**config.mk**
```make
export PLATFORM = sky130hd
export DESIGN_NAME = regwr_decoder
export DESIGN_NICKNAME = d
export VERILOG_FILES = /design/src/rtl/regwr_pkg.sv /design/src/rtl/regwr_onehot.sv /design/src/rtl/regwr_decoder.sv
export SDC_FILE = /design/constraint.sdc
export NUM_CORES = 1
export LEC_CHECK = 0
export ABC_AREA = 1
export BUFFER_PORTS_ARGS = -buffer_cell sky130_fd_sc_hd__buf_2
export CORE_ASPECT_RATIO = 0.8
export CORE_UTILIZATION = 45
export DETAILED_ROUTE_END_ITERATION = 12
export PLACE_DENSITY = 0.7
export REMOVE_ABC_BUFFERS = 1
export SYNTH_ARGS = -nofsm -noshare
export SYNTH_HDL_FRONTEND = slang
export SYNTH_HIERARCHICAL = 1
export SYNTH_SLANG_ARGS = --single-unit
export TNS_END_PERCENT = 30
```
**constraint.sdc**
```tcl
create_clock -name clk -period 2.3 [get_ports clk]
set_input_delay 0.23 -clock clk [delete_from_list [all_inputs] [get_ports clk]]
set_output_delay 0.23 -clock clk [all_outputs]
set_load 0.01 [all_outputs]
```
**src/rtl/regwr_pkg.sv**
```systemverilog
// regwr_pkg: shared width helpers and counter width for the register write decoder
package regwr_pkg;
  localparam int CNT_W = 8;
  function automatic int clog2(input int n);
    int r;
    r = 0;
    while ((1 << r) < n) r++;
    return r;
  endfunction
  function automatic int sel_width(input int n);
    return (clog2(n) > 1) ? clog2(n) : 1;
  endfunction
endpackage

```
**src/rtl/regwr_onehot.sv**
```systemverilog
// regwr_onehot: gated address to one-hot decode, out-of-range addresses decode to zero
module regwr_onehot #(
  parameter int ADDR_W   = 5,
  parameter int NUM_REGS = 32
) (
  input  logic [ADDR_W-1:0]   addr,
  input  logic                vld,
  output logic [NUM_REGS-1:0] oh
);
  // one bit per implemented register; addresses past NUM_REGS match nothing
  always_comb begin
    oh = '0;
    for (int r = 0; r < NUM_REGS; r++) oh[r] = vld && addr == ADDR_W'(r);
  end
endmodule

```
**src/rtl/regwr_decoder.sv**
```systemverilog
// regwr_decoder: multi-port register write decode with conflict/oor flags; REGWR_LOCK_EN adds a per-register write lock
module regwr_decoder import regwr_pkg::*; #(
  parameter int ADDR_W        = 5,
  parameter int NUM_REGS      = 32,
  parameter int NUM_PORTS     = 2,
  parameter int HARDWIRE_ZERO = 1,
  localparam int SEL_W        = sel_width(NUM_PORTS)
) (
  input  logic                        clk,
  input  logic                        rst_n,
  input  logic [NUM_PORTS-1:0]        wr_req,
  input  logic [NUM_PORTS*ADDR_W-1:0] wr_addr,
  input  logic                        cnt_clr,
  output logic [NUM_REGS-1:0]         wen_o,
  output logic [NUM_REGS*SEL_W-1:0]   wsel_o,
  output logic                        conflict_o,
  output logic                        oor_o,
  output logic [CNT_W-1:0]            conflict_cnt_o
`ifdef REGWR_LOCK_EN
  ,
  input  logic                        lock_we,
  input  logic [ADDR_W-1:0]           lock_addr,
  input  logic                        lock_val,
  output logic                        blocked_o
`endif
);
  logic [NUM_REGS-1:0] oh [NUM_PORTS];
  logic [NUM_REGS-1:0] hit, en, lk;
  logic [NUM_REGS*SEL_W-1:0] sel_n;
  logic conf, oor;
  for (genvar p = 0; p < NUM_PORTS; p++) begin : g_port
    logic [ADDR_W-1:0] a;
    assign a = wr_addr[p*ADDR_W +: ADDR_W];
    regwr_onehot #(.ADDR_W(ADDR_W), .NUM_REGS(NUM_REGS)) u_oh (
      .addr(a),
      .vld(wr_req[p] && !(HARDWIRE_ZERO != 0 && a == '0)),
      .oh(oh[p])
    );
  end
  // merge ports: later ports overwrite the select, so the highest index wins
  always_comb begin
    hit = '0;
    conf = 1'b0;
    oor = 1'b0;
    sel_n = wsel_o;
    for (int p = 0; p < NUM_PORTS; p++) begin
      conf = conf || (hit & oh[p]) != '0;
      hit = hit | oh[p];
      oor = oor || (wr_req[p] && 32'(wr_addr[p*ADDR_W +: ADDR_W]) >= NUM_REGS);
      for (int r = 0; r < NUM_REGS; r++) if (oh[p][r] && !lk[r]) sel_n[r*SEL_W +: SEL_W] = SEL_W'(p);
    end
    en = hit & ~lk;
  end
`ifdef REGWR_LOCK_EN
  logic [NUM_REGS-1:0] lock_q;
  assign lk = lock_q;
  // lock bitmap; writes in the same cycle still see the old state
  always_ff @(posedge clk or negedge rst_n)
    if (!rst_n) lock_q <= '0;
    else if (lock_we) for (int r = 0; r < NUM_REGS; r++) if (lock_addr == ADDR_W'(r)) lock_q[r] <= lock_val;
  // pulse whenever a decoded write hits a locked register
  always_ff @(posedge clk or negedge rst_n)
    if (!rst_n) blocked_o <= 1'b0;
    else blocked_o <= (hit & lock_q) != '0;
`else
  assign lk = '0;
`endif
  // registered outputs and saturating conflict counter, clear wins over increment
  always_ff @(posedge clk or negedge rst_n)
    if (!rst_n) begin
      wen_o <= '0;
      wsel_o <= '0;
      conflict_o <= 1'b0;
      oor_o <= 1'b0;
      conflict_cnt_o <= '0;
    end else begin
      wen_o <= en;
      wsel_o <= sel_n;
      conflict_o <= conf;
      oor_o <= oor;
      conflict_cnt_o <= cnt_clr ? '0 : (conf && conflict_cnt_o != '1) ? conflict_cnt_o + 1'b1 : conflict_cnt_o;
    end
endmodule

```
== After elaboration in Yosys (flattened, before gate mapping) ==
Cells that the tools add are included.

* Bits of input ports: 15
* Register bits: 73

* Add/subtract/negate cells: 1
* Bitwise gates (word level): 2
* Reduce and logical (&&, ||, !) cells: 105
* Eq/ne operators: 63
* Multiplexer cells: 66

{| class="wikitable"
|+ Operator list
! operator !! count
|-
| $eq 5x5->1 const B || 32
|-
| $eq 5x4->1 const B || 16
|-
| $logic_and 1x1->1 || 67
|-
| $reduce_bool 2->1 || 33
|-
| $mux 1 || 64
|-
| $eq 5x3->1 const B || 8
|-
| $and 32x32->32 || 1
|-
| $or 32x32->32 || 1
|-
| $reduce_bool 32->1 || 1
|-
| $eq 5x2->1 const B || 4
|-
| $mux 8 || 2
|-
| $eq 5x1->1 const B || 2
|-
| $logic_not 5->1 || 2
|-
| $add 8x1->8 const B || 1
|-
| $ne 8x8->1 const B || 1
|-
| $logic_not 1->1 || 2
|}

== Longest topological paths before layout ==
Gate-level depths: netlist of the first run.

* Word-level depth: 9
* Mapped depth: 15
* Depth with buffers taken out: 14

== Hierarchy ==
Netlist of the first run, hierarchy kept.

{| class="wikitable"
|+ Modules (own cells, without submodules)
! module !! area an instance (µm²) !! cells an instance !! instances !! sequential area each (µm²)
|-
| regwr_decoder || 3,005.4 || 298 || 1 || 1,826.8
|-
| regwr_onehot || 266.5 || 67 || 2 || 0.0
|}

== Least setup slack after synthesis of the first run ==
OpenSTA, ideal clock, no wires.

* Path type: in2reg
* Start: input wr_addr[1]
* End: register conflict_cnt_o[6]
* Path slack: 0.290 ns
* Arrival time: 1.945 ns
* Library setup time: 0.065 ns
* Path buffers: 1
* Cell stages on the path: 15
* Cells stage by stage: or2_2 o41ai_1 inv_1 nand2_1 buf_2 nor2_1 nand2_1 nand2_1 nor2_1 nand2_1 nor2_2 nand2_4 nand2_4 nand3_1 nand2_1

{| class="wikitable"
|+ RTL lines
! element !! RTL line !! text
|-
| start, declared || regwr_decoder.sv:12 || <nowiki>input logic [NUM_PORTS*ADDR_W-1:0] wr_addr,</nowiki>
|-
| end signal, assigned || regwr_decoder.sv:81 || <nowiki>conflict_cnt_o <= cnt_clr ? '0 : (conf && conflict_cnt_o != '1) ? conflict_cnt_o + 1'b1 : conflict_cnt_o;</nowiki>
|-
| end, declared || regwr_decoder.sv:18 || <nowiki>output logic [CNT_W-1:0] conflict_cnt_o</nowiki>
|}

==> reports/metrics.cfg, run 1 <==
[power_and_ir_drop]
vdd_ir_drop_max_v = 0.0004511
p_leak_uw = 0.002575
power_density_mw_per_mm2 = 707.2

[setup_path]
startpoint_type = input pin
worstPathRequired_ns = 2.59
crit_top_cell = nand2_1
worstPathCellList = buf_2 > or2_2 > o41ai_1 > inv_1 > nand2_1 > buf_4 > nor2_1 > nand2_1 > nand2_1 > nor2_1 > nand2_1 > nor2_2 > nand2_4 > nand2_4 > nand3_1 > nand2_1
end_kind = flop
slowest_stage = or2_2
cp_slowest_stage_delay_ns = 0.28
cp_max_fo = 10
cp_data_arrival_time_ns = 2.19
critPathKind = input pin to flop

[die]
start_util_pct = 47.20
core-area_mm2 = 0.007497
row_count = 28
io_pins = 89
die_area_mm2 = 0.008224
fp.dieW_um = 101.1
die_h_um = 81.31

[synthesis]
ys_seq_elements = 73
yosys.area.top_type = dfrtp_1
yosysTopAreaCellShare_pct = 51.63
ys.warnings.count = 6
ys_types = 20
netlist_area_mm2 = 0.003538
avgSynthCellArea_um2 = 8.191
synth_edf_count = 0
synthesis.instances = 432
synth_common_cells = nand2_1 (108), nor2_1 (79), dfrtp_1 (73)
synth-seq-area-share_pct = 51.63
yosysMostFrequentCell = nand2_1
yosys-top-cells-area = dfrtp_1 (52%), nand2_1 (11%), nor2_1 (8.4%)
ys.flop_type = dfrtp_1
synthArstFlopShare_pct = 100.0

[finish]
finish.utilization_pct = 58.73
final_net_count = 553
multi_input_area_mm2 = 0.001455
finalNonFillerCells = 647
regArea_mm2 = 0.001827
antenna_cells = 0
drive_above_1_share_pct = 30.26
synthToLayoutAreaGrowth_pct = 24.43
fill_cells = 710

[timing]
min_period_ns = 1.904
fmaxAchievable_ghz = 0.5251
setup_violations = 0
slew_violations = 0
fin_tns_setup_ns = 0
rsz0062_at_grt = false
hold_viol = 0
hold_ws_ns = 0.3107
skew_ns = 0.002377
fin_crit_sh_pct = 82.80

[cts]
clk_pin_slew_ns = 0.07
numCtsBuffers = 9
cts_tree = built
clkLatencyLatePin_ns = 0.34
h-tree-depth = 3
clockBufferDepth = 2
clock-root-buffer = clkbuf_8
cts.sinks = 73
post_cts_resized = 0

[global_routing]
antenna_found_initial = 0
grt_pass1_vias = 2823
grt_pass1_wl_mm = 13.17
overflow = 0
track_usage_pct = 21.04
grt_start_max_net_pins = 39

[placement]
dp_cells = 630
gp_routability_congestion = 0.9554
hpwl_mm = 6.069
portBuffers = 87

[run]
drv_cap = 0

[route]
remaining_drc_errors = 0
wirelength_mm = 7.977
ant_nets = 0
vias = 3022
vias_per_cell = 4.671
wl_per_cell_um = 12.33
drt_iter0_markers = 127
firstDrtPassIters = 4

[run_status]
outcome = finished, final reports clean

[min_path]
min_path_type = input pin to asynchronous set/reset pin

flip-flops by register name, summed over array words and instances (netlist names):
name            count
wsel_o             32
conflict_cnt_o      8
wen_o              32
conflict_o          1
cell families (layout without fill, tap and decap cells):
logic type / Yosys count / after routing / share of synthesized area [%]
and+or+nand+nor: 254 / 254 / 32.18
DFF: 73 / 73 / 51.63
buffers and inverters: 64 / 174 / 7.249
AOI/OAI and AO/OA: 35 / 35 / 7.497
xor gates and xnor gates: 4 / 4 / 0.9903
adders and majority gates: 1 / 1 / 0.3536
other: 1 / 1 / 0.1060
area by class of cell:
cell class | count | area share (%)
clock buffers | 11 | 3.211
clock inverters | 5 | 1.790
inverters | 57 | 4.859
multi-input cells | 295 | 33.05
flip-flops and latches | 73 | 41.49
well taps | 105 | 2.984
repair buffers | 101 | 12.62
critical path, delay by kind of cell:
family	cells	cell delay, ns
AOI/OAI and AO/OA	1	0.25
buffers and inverters	3	0.36
and+or+nand+nor	12	1.35
final timing paths:
check	start	end	slack [ns]	cells after the start
min reg2reg	wsel_o[25]	wsel_o[25]	0.52	2
max	wr_addr[6]	conflict_cnt_o[3]	0.40	16
min	rst_n	conflict_cnt_o[1]	0.31	2
max reg2reg	conflict_cnt_o[0]	conflict_cnt_o[3]	0.84	7
max in group asynchronous	rst_n	wsel_o[8]	1.37	3
min in group clk	wr_addr[0]	wsel_o[10]	0.37	5
metal layers:
metal / vias up / global-route usage, % / share of wire (%)
li1: 1529 / - / -
met1: 1405 / 28.75 / 50
met2: 80 / 32.72 / 44
met3: 8 / 6.799 / 5.9
met4: 0 / 4.638 / 0.73
met5: - / 0 / 0
report_power, final:
| part | switching, uW | internal [uW] | total (uW) |
|---|---|---|---|
| Clock | 467 | 639 | 1110 |
| Sequential | 76.5 | 1430 | 1500 |
| Combinational | 302 | 203 | 504 |
| Total | 845 | 2270 | 3110 |
placed cells by master, fill, tap and decap left out:
master,count
clkbuf_8,10
clkinv_2,2
or2_2,34
nor2_4,1
xnor2_1,1
nor2_2,10
inv_1,57
dlygate4sd3_1,1
nand2_2,1
ha_1,1
xor2_1,3
buf_12,1
clkbuf_1,1
buf_4,12
conb_1,1
o41ai_1,2
nor2_1,79
buf_2,87
clkinv_4,1
o21bai_1,33
nand2_1,108
nand4_1,8
nand4_4,1
bufinv_16,2
nand2_4,2
nand3_1,10
dfrtp_1,73
per-stage QoR:
step | area, um2 | total power (uW) | worst slack [ns]
final | 4403 | 3114 | 0.3956
after floorplan | 3496 | 1766 | 0.2856
after detailed placement | 4173 | 2035 | 0.04570
after global placement | 4173 | 2023 | 0.1205
after global routing | 4403 | 3268 | 0.1266
after CTS | 4403 | 3147 | 0.3931
timing repair:
| item | CTS | global route |
|---|---|---|
| hold buffers | 1 | 0 |
| setup buffers | 0 | 0 |
| endpoints found under the hold margin | 11 | 0 |
Power figures use the tool's default switching activity.
==> run 2: changes to the inputs <==
--- a/config.mk
+++ b/config.mk
@@ -5,12 +5,12 @@
 export SDC_FILE = /design/constraint.sdc
 export NUM_CORES = 1
 export LEC_CHECK = 0
-export ABC_AREA = 1
+export ABC_AREA = 0
 export BUFFER_PORTS_ARGS = -buffer_cell sky130_fd_sc_hd__buf_2
 export CORE_ASPECT_RATIO = 0.8
 export CORE_UTILIZATION = 45
 export DETAILED_ROUTE_END_ITERATION = 12
-export PLACE_DENSITY = 0.7
+export PLACE_DENSITY = 0.71
 export REMOVE_ABC_BUFFERS = 1
 export SYNTH_ARGS = -nofsm -noshare
 export SYNTH_HDL_FRONTEND = slang
==> constraint.sdc (replaced) <==
create_clock -name clk -period 1.9 [get_ports clk]
set_input_delay 0.19 -clock clk [delete_from_list [all_inputs] [get_ports clk]]
set_output_delay 0.19 -clock clk [all_outputs]
set_load 0.01 [all_outputs]
==> run 2 against run 1 <==
Compared with the run above:
- the flow now finishes with violations (DRC, setup timing)
- critical path depth fell by 3
- critical path type unchanged
- largest power group unchanged
- critical endpoint is now conflict_cnt_o[6]
- core utilization grew 12 points
- clock-buffer cell count rose by 1
==> reports/metrics.cfg, run 2 <==
[synthesis]
yosysMostFrequentCell = dfrtp_1
synth_common_cells = dfrtp_1 (73), nor2_1 (64), or2_2 (34)
synth_xor_area_share_pct = 0  ; -0.99 points
ys.warnings.count = 6  ; unchanged
synth_simple_gate_area_share_pct = 25.19  ; -7.0 points
yosysTopAreaCellShare_pct = 54.56  ; +2.9 points
synth_top_family_by_area = simple AND/OR/NAND/NOR gates
ys.flop_type = dfrtp_1
avgSynthCellArea_um2 = 10.18  ; +24%
synth-seq-area-share_pct = 54.56  ; +2.9 points
synthArstFlopShare_pct = 100.0  ; unchanged
synthesis.instances = 329  ; -24%
ys_seq_elements = 73  ; unchanged
ys_types = 36  ; +80%
yosys.area.top_type = dfrtp_1
synth_compound_area_share_pct = 14.54  ; +7.0 points
yosys-top-cells-area = dfrtp_1 (55%), a21o_1 (7.2%), nor2_1 (7.2%)
synth.area.mux_share_pct = 0  ; unchanged
synth_edf_count = 0  ; unchanged
netlist_area_mm2 = 0.003348  ; -5.4%
synthAdderAreaFrac_pct = 0.3737  ; +0.020 points

[cts]
cts_tree = built
numCtsBuffers = 9  ; unchanged
clockBufferDepth = 2  ; unchanged
clkLatencyLatePin_ns = 0.36  ; +0.02 ns
cts.sinks = 73  ; unchanged
clock-root-buffer = clkbuf_8
clk_pin_slew_ns = 0.08  ; about the same
h-tree-depth = 3  ; unchanged

[global_routing]
track_usage_pct = 24.01  ; +3.0 points
grt_pass1_vias = 3025  ; +7.2%
overflow = 0  ; unchanged
grt_pass1_wl_mm = 14.23  ; +8.0%
antenna_found_initial = 0  ; unchanged
grt_start_max_net_pins = 74  ; +90%

[setup_path]
cp_data_arrival_time_ns = 2.62  ; +0.43 ns
cp_max_fo = 8  ; -2
worstPathRequired_ns = 2.14  ; -0.45 ns
startpoint_type = input pin
end_kind = flop
critPathKind = input pin to flop

[die]
die_area_mm2 = 0.007792  ; -5.3%
fp.dieW_um = 98.44  ; -2.7%
start_util_pct = 47.65  ; +0.45 points
io_pins = 89  ; unchanged
die_h_um = 79.15  ; -2.7%
row_count = 27  ; -3.6%
core-area_mm2 = 0.007027  ; -6.3%

[timing]
hold_ws_ns = 0.1507  ; -0.1601 ns
fin_ws_ns = -0.4735  ; -0.8691 ns
slew_violations = 0  ; unchanged
rsz0062_at_grt = true
min_period_ns = 2.373
setup_violations = 9  ; +9
fin_crit_sh_pct = 124.9
fmaxAchievable_ghz = 0.4213
skew_ns = 0.003172  ; +0.0007945 ns
hold_viol = 0  ; unchanged

[finish]
reg_top3 = wen_o (32), wsel_o (32), conflict_cnt_o (8)
final_common_cell = buf_2
final_net_count = 522  ; -5.6%
antenna_cells = 0  ; unchanged
drive_above_1_share_pct = 52.05  ; +22 points
fill_cells = 542  ; -24%
final_cell_mix = buf_2 (84), buf_4 (82), dfrtp_1 (73), nor2_1 (57), or2_2 (34)
multi_input_area_mm2 = 0.001529  ; +5.1%
regArea_mm2 = 0.001827  ; unchanged
stdcell_area_mm2 = 0.004976  ; +13%
synthToLayoutAreaGrowth_pct = 48.62

[placement]
portBuffers = 87  ; unchanged
hpwl_mm = 6.323  ; +4.2%
place_ws_ns = -0.8650  ; -0.9107 ns
placed_area_mm2 = 0.004474  ; +7.2%
gp_routability_congestion = 0.8695  ; -9.0%

[power_and_ir_drop]
switching_share_pct = 26.76  ; -0.37 points
power_density_mw_per_mm2 = 749.7  ; +6.0%
switchingPower_uw = 998.2  ; +18%
power_uw = 3731  ; +20%
p_clk_share_pct = 33.6  ; -1.9 points
p_leak_uw = 0.002711  ; +5.3%
power_frac_seq_pct = 48.8  ; +0.5 points
comb_power_share_pct = 17.6  ; +1.4 points
vdd_ir_drop_max_v = 0.0005877  ; +30%
internal-power_uw = 2733  ; +20%

[route]
route.met2.wl_mm = 4.138  ; +19%
vias = 3076  ; +1.8%
wl_met1_mm = 4.076  ; +2.7%
wirelength_mm = 8.969  ; +12%
top_layer = met4
ant_nets = 0  ; unchanged
wl_met3_um = 573  ; +21%
remaining_drc_errors = 4  ; +4
firstDrtPassIters = 11  ; +7
drt_iter0_markers = 198  ; +56%
vias_per_cell = 5.144  ; +10%
wl_per_cell_um = 15.00  ; +22%

[run]
drv_cap = 0  ; unchanged

[min_path]
min_path_type = input pin to flop

[run_status]
outcome = finished with violations
violations = DRC, setup timing

run 2: cell count changes in the layout (fill, tap and decap cells not counted), sizes merged, moves of 6 or more:
cell / delta
a21o: +32
inv: -24
buf: +72
nand4bb: +6
a22oi: +16
o21ai: +6
a21oi: +7
nor2: -26
nand2: -107
nand3: -9
or3: +6
nand4b: +6
o21bai: -32
run 2: cells by family (layout without fill, tap and decap cells):
family | after synthesis | in the layout
other | 1 | 1
flip-flops | 73 | 73
buffers and inverters | 42 | 224
AO/OA/AOI/OAI | 65 | 65
AND/OR/NAND/NOR | 147 | 147
adder cells (fa/ha/maj) | 1 | 1
run 2: power groups by stage:
stage	Sequential [uW]	Clock (uW)	Combinational (uW)
2_1_floorplan	1930	0	197
3_3_place_gp	1850	0	605
3_5_place_dp	1850	0	620
4_1_cts	1820	1290	641
5_1_grt	1850	1350	709
6_report	1820	1250	656
run 2: per-stage QoR:
step | setup TNS, ns | util (%) | instances
floorplan | -5.149 | - | 320
global placement | -7.504 | 63.68 | 575
detailed placement | -8.812 | 63.68 | 575
CTS | -3.177 | 67.93 | 592
global route | -4.400 | 70.82 | 598
finish | -3.852 | 70.82 | 598
run 2: repair_timing:
item	CTS	global route
endpoints found under the hold margin	73	0
hold buffers	1	0
setup buffers	0	4
pin swaps	7	30
cloned	0	2
resized for setup	12	23
setup endpoints to repair	9	9
run 2: worst paths after layout:
| kind | depth (start not counted) | to | slack, ns | startpoint |
|---|---|---|---|---|
| min | 2 | conflict_cnt_o[3] | 0.15 | cnt_clr |
| max | 13 | conflict_cnt_o[6] | -0.47 | wr_addr[4] |
| max reg2reg | 5 | conflict_cnt_o[5] | 0.16 | conflict_cnt_o[0] |
| max in group asynchronous | 3 | wen_o[25] | 1.20 | rst_n |
| min in group asynchronous | 3 | wsel_o[20] | 0.39 | rst_n |
| min reg2reg | 1 | wsel_o[10] | 0.47 | wsel_o[10] |
run 2: layer usage:
layer	track usage (%)	vias up
met2	38.38	108
met5	0	-
met4	10.30	0
met3	5.898	20
met1	31.36	1480
li1	-	1468
run 2: critical path: stages:
cell	delay, ns
buf_6	0.09
or4_4	0.53
o21a_4	0.28
nand4_1	0.20
buf_4	0.15
nor2_1	0.05
a22oi_1	0.16
nand4_1	0.20
nor4_4	0.26
buf_6	0.17
buf_12	0.11
o21bai_1	0.06
nor3b_2	0.16
run 2: layout make-up:
| cell class | instances | share of cell area, % |
|---|---|---|
| multi-input combinational | 214 | 30.73 |
| inverter | 33 | 2.489 |
| tap | 87 | 2.188 |
| timing repair buffer | 175 | 23.74 |
| clock buffer | 12 | 3.118 |
| clock inverter | 4 | 1.031 |
| sequential | 73 | 36.71 |
==> run 3: changes to the inputs <==
--- a/config.mk
+++ b/config.mk
@@ -7,11 +7,14 @@
 export LEC_CHECK = 0
 export ABC_AREA = 0
 export BUFFER_PORTS_ARGS = -buffer_cell sky130_fd_sc_hd__buf_2
+export CELL_PAD_IN_SITES_DETAIL_PLACEMENT = 2
+export CELL_PAD_IN_SITES_GLOBAL_PLACEMENT = 2
 export CORE_ASPECT_RATIO = 0.8
-export CORE_UTILIZATION = 45
+export CORE_UTILIZATION = 32
 export DETAILED_ROUTE_END_ITERATION = 12
-export PLACE_DENSITY = 0.71
+export PLACE_DENSITY = 0.8
 export REMOVE_ABC_BUFFERS = 1
+export SLEW_MARGIN = 10
 export SYNTH_ARGS = -nofsm -noshare
 export SYNTH_HDL_FRONTEND = slang
 export SYNTH_HIERARCHICAL = 1
==> run 3 against run 2 <==
Compared with the run above:
- the flow finishes with violations (setup timing)
- hold slack better by 0.033 ns
- clock-buffer cell count is the same
- critical path depth is 1 higher
- critical path type unchanged
- clock power is 68% higher
- cell area up 6.1%
- final cell count rose by 11%
- via count increased by 15%
==> reports/metrics.cfg, run 3 (synthesis results as in run 2) <==
[finish]
fill_cells = 1056  ; +95%
antenna_cells = 0  ; unchanged
multi_input_area_mm2 = 0.001533  ; +0.25%
finish.utilization_pct = 51.79  ; -19 points
drive_above_1_share_pct = 54.37  ; +2.3 points
regArea_mm2 = 0.001827  ; unchanged
reg_top3 = wen_o (32), wsel_o (32), conflict_cnt_o (8)
final_net_count = 537  ; +2.9%
synthToLayoutAreaGrowth_pct = 57.74
final_common_cell = buf_4
final_cell_mix = buf_4 (99), buf_2 (84), dfrtp_1 (73), nor2_1 (53), or2_2 (34)

[cts]
clk_pin_slew_ns = 0.06  ; -0.02 ns
clock-root-buffer = clkbuf_16
clockBufferDepth = 2  ; unchanged
h-tree-depth = 3  ; unchanged
clkLatencyLatePin_ns = 0.35  ; about the same
cts_tree = built
cts.sinks = 73  ; unchanged
numCtsBuffers = 9  ; unchanged

[placement]
place_ws_ns = -0.9378  ; -0.07283 ns
portBuffers = 87  ; unchanged
gp_routability_congestion = 0.8373  ; -3.7%
hpwl_mm = 9.453  ; +50%

[timing]
worst_slew_pin_slew_ns = 0.5751
slew_violations = 0  ; unchanged
skew_ns = 0.008061  ; +0.004889 ns
fin_ws_ns = -0.7826  ; -0.3091 ns
fin_crit_sh_pct = 141.2  ; +16 points
rsz0062_at_grt = true
fmaxAchievable_ghz = 0.3728  ; -12%
setup_violations = 9  ; unchanged
hold_ws_ns = 0.1836  ; +0.03292 ns
min_period_ns = 2.683  ; +0.3091 ns
hold_viol = 0  ; unchanged
max-slew-margin-rel_pct = 61.66
fin_tns_setup_ns = -6.607  ; -2.755 ns

[run_status]
violations = setup timing
outcome = finished with violations

[route]
firstDrtPassIters = 4  ; -7
vias_per_cell = 5.290  ; +2.8%
drt_iter0_markers = 218  ; +10%
wirelength_mm = 17.57  ; +96%
ant_nets = 0  ; unchanged
route.met2.wl_mm = 9.066  ; +120%
wl_met1_mm = 6.952  ; +71%
remaining_drc_errors = 0  ; -4
wl_per_cell_um = 26.39  ; +76%
top_layer = met4
wl_met3_um = 924  ; +61%
vias = 3523  ; +15%

[setup_path]
reg2regPathDepth = 5  ; unchanged
end_kind = flop
startpoint_type = input pin
worstPathRequired_ns = 2.12  ; -0.02 ns
cp_max_fo = 8  ; unchanged
cp_data_arrival_time_ns = 2.90  ; +0.28 ns
crit_start = wr_addr[0]
rr_startpoint = conflict_cnt_o[0]
critPathKind = input pin to flop

[global_routing]
grt_pass1_wl_mm = 24.12  ; +70%
antenna_found_initial = 0  ; unchanged
grt_start_max_net_pins = 46  ; -38%
track_usage_pct = 31.12  ; +7.1 points
overflow = 0  ; unchanged
grt_pass1_vias = 3943  ; +30%

[min_path]
min_path_type = input pin to flop
hold_depth = 2  ; unchanged
min_from = cnt_clr

[die]
start_util_pct = 32.83  ; -15 points
io_pins = 89  ; unchanged
die_h_um = 93.49  ; +18%
row_count = 33  ; +22%
core-area_mm2 = 0.01020  ; +45%
die_area_mm2 = 0.01088  ; +40%
fp.dieW_um = 116.4  ; +18%

[power_and_ir_drop]
power_density_mw_per_mm2 = 891.5  ; +19%
vdd_ir_drop_max_v = 0.0004528  ; -23%
p_leak_uw = 0.002826  ; +4.3%

[run]
drv_cap = 0  ; unchanged

-- run 3: final timing paths --
path                       slack [ns]                end
min in group asynchronous        0.33          wen_o[27]
max in group asynchronous        0.97           wen_o[0]
min reg2reg                      0.49         wsel_o[29]
min                              0.18  conflict_cnt_o[2]
max                             -0.78  conflict_cnt_o[1]
max reg2reg                      0.02  conflict_cnt_o[4]
-- run 3: per-stage QoR --
| stage | power [uW] | cells | cell area (um2) |
|---|---|---|---|
| floorplan | 2129 | 320 | 3297 |
| global placement | 2466 | 631 | 4566 |
| detailed placement | 2519 | 631 | 4566 |
| CTS | 4649 | 656 | 5100 |
| global route | 4850 | 666 | 5281 |
| finish | 4708 | 666 | 5281 |
-- run 3: what timing repair did --
item / 4_1_cts / 5_1_grt
hold endpoints to repair: 28 / 0
resized for setup: 18 / 23
hold buffers: 1 / 0
pin swaps: 10 / 17
endpoints found under the setup margin: 9 / 9
buffers inserted: 8 / 10
-- run 3: metal layers --
layer	up-vias	track usage (%)
li1	1493	-
met1	1822	35.71
met2	158	54.49
met3	50	5.768
met4	0	16.77
met5	-	0
-- run 3: final cells by class --
type                            count  area share, %
Timing Repair Buffer              190          23.83
Inverter                           33          2.345
Clock buffer                       12          5.046
Sequential cell                    73          34.59
Tap cell                          140          3.317
Clock inverter                      4          1.848
Multi-Input combinational cell    214          29.02
-- run 3: critical path, cell delays in order --
cell	delay [ns]
buf_2	0.11
or4_4	0.53
o21a_4	0.28
buf_4	0.16
nand4bb_4	0.13
buf_4	0.15
nor2_1	0.07
a22oi_1	0.20
nand4_1	0.18
nor4_4	0.40
buf_12	0.17
buf_4	0.11
nand3b_1	0.15
a21oi_2	0.08
-- run 3: power breakdown --
group / switching, uW / internal, uW / leakage (uW) / total, uW
Clock: 713 / 1390 / 0.000175 / 2100
Sequential: 132 / 1730 / 0.000962 / 1860
Combinational: 405 / 335 / 0.00169 / 740
Total: 1250 / 3460 / 0.00283 / 4710
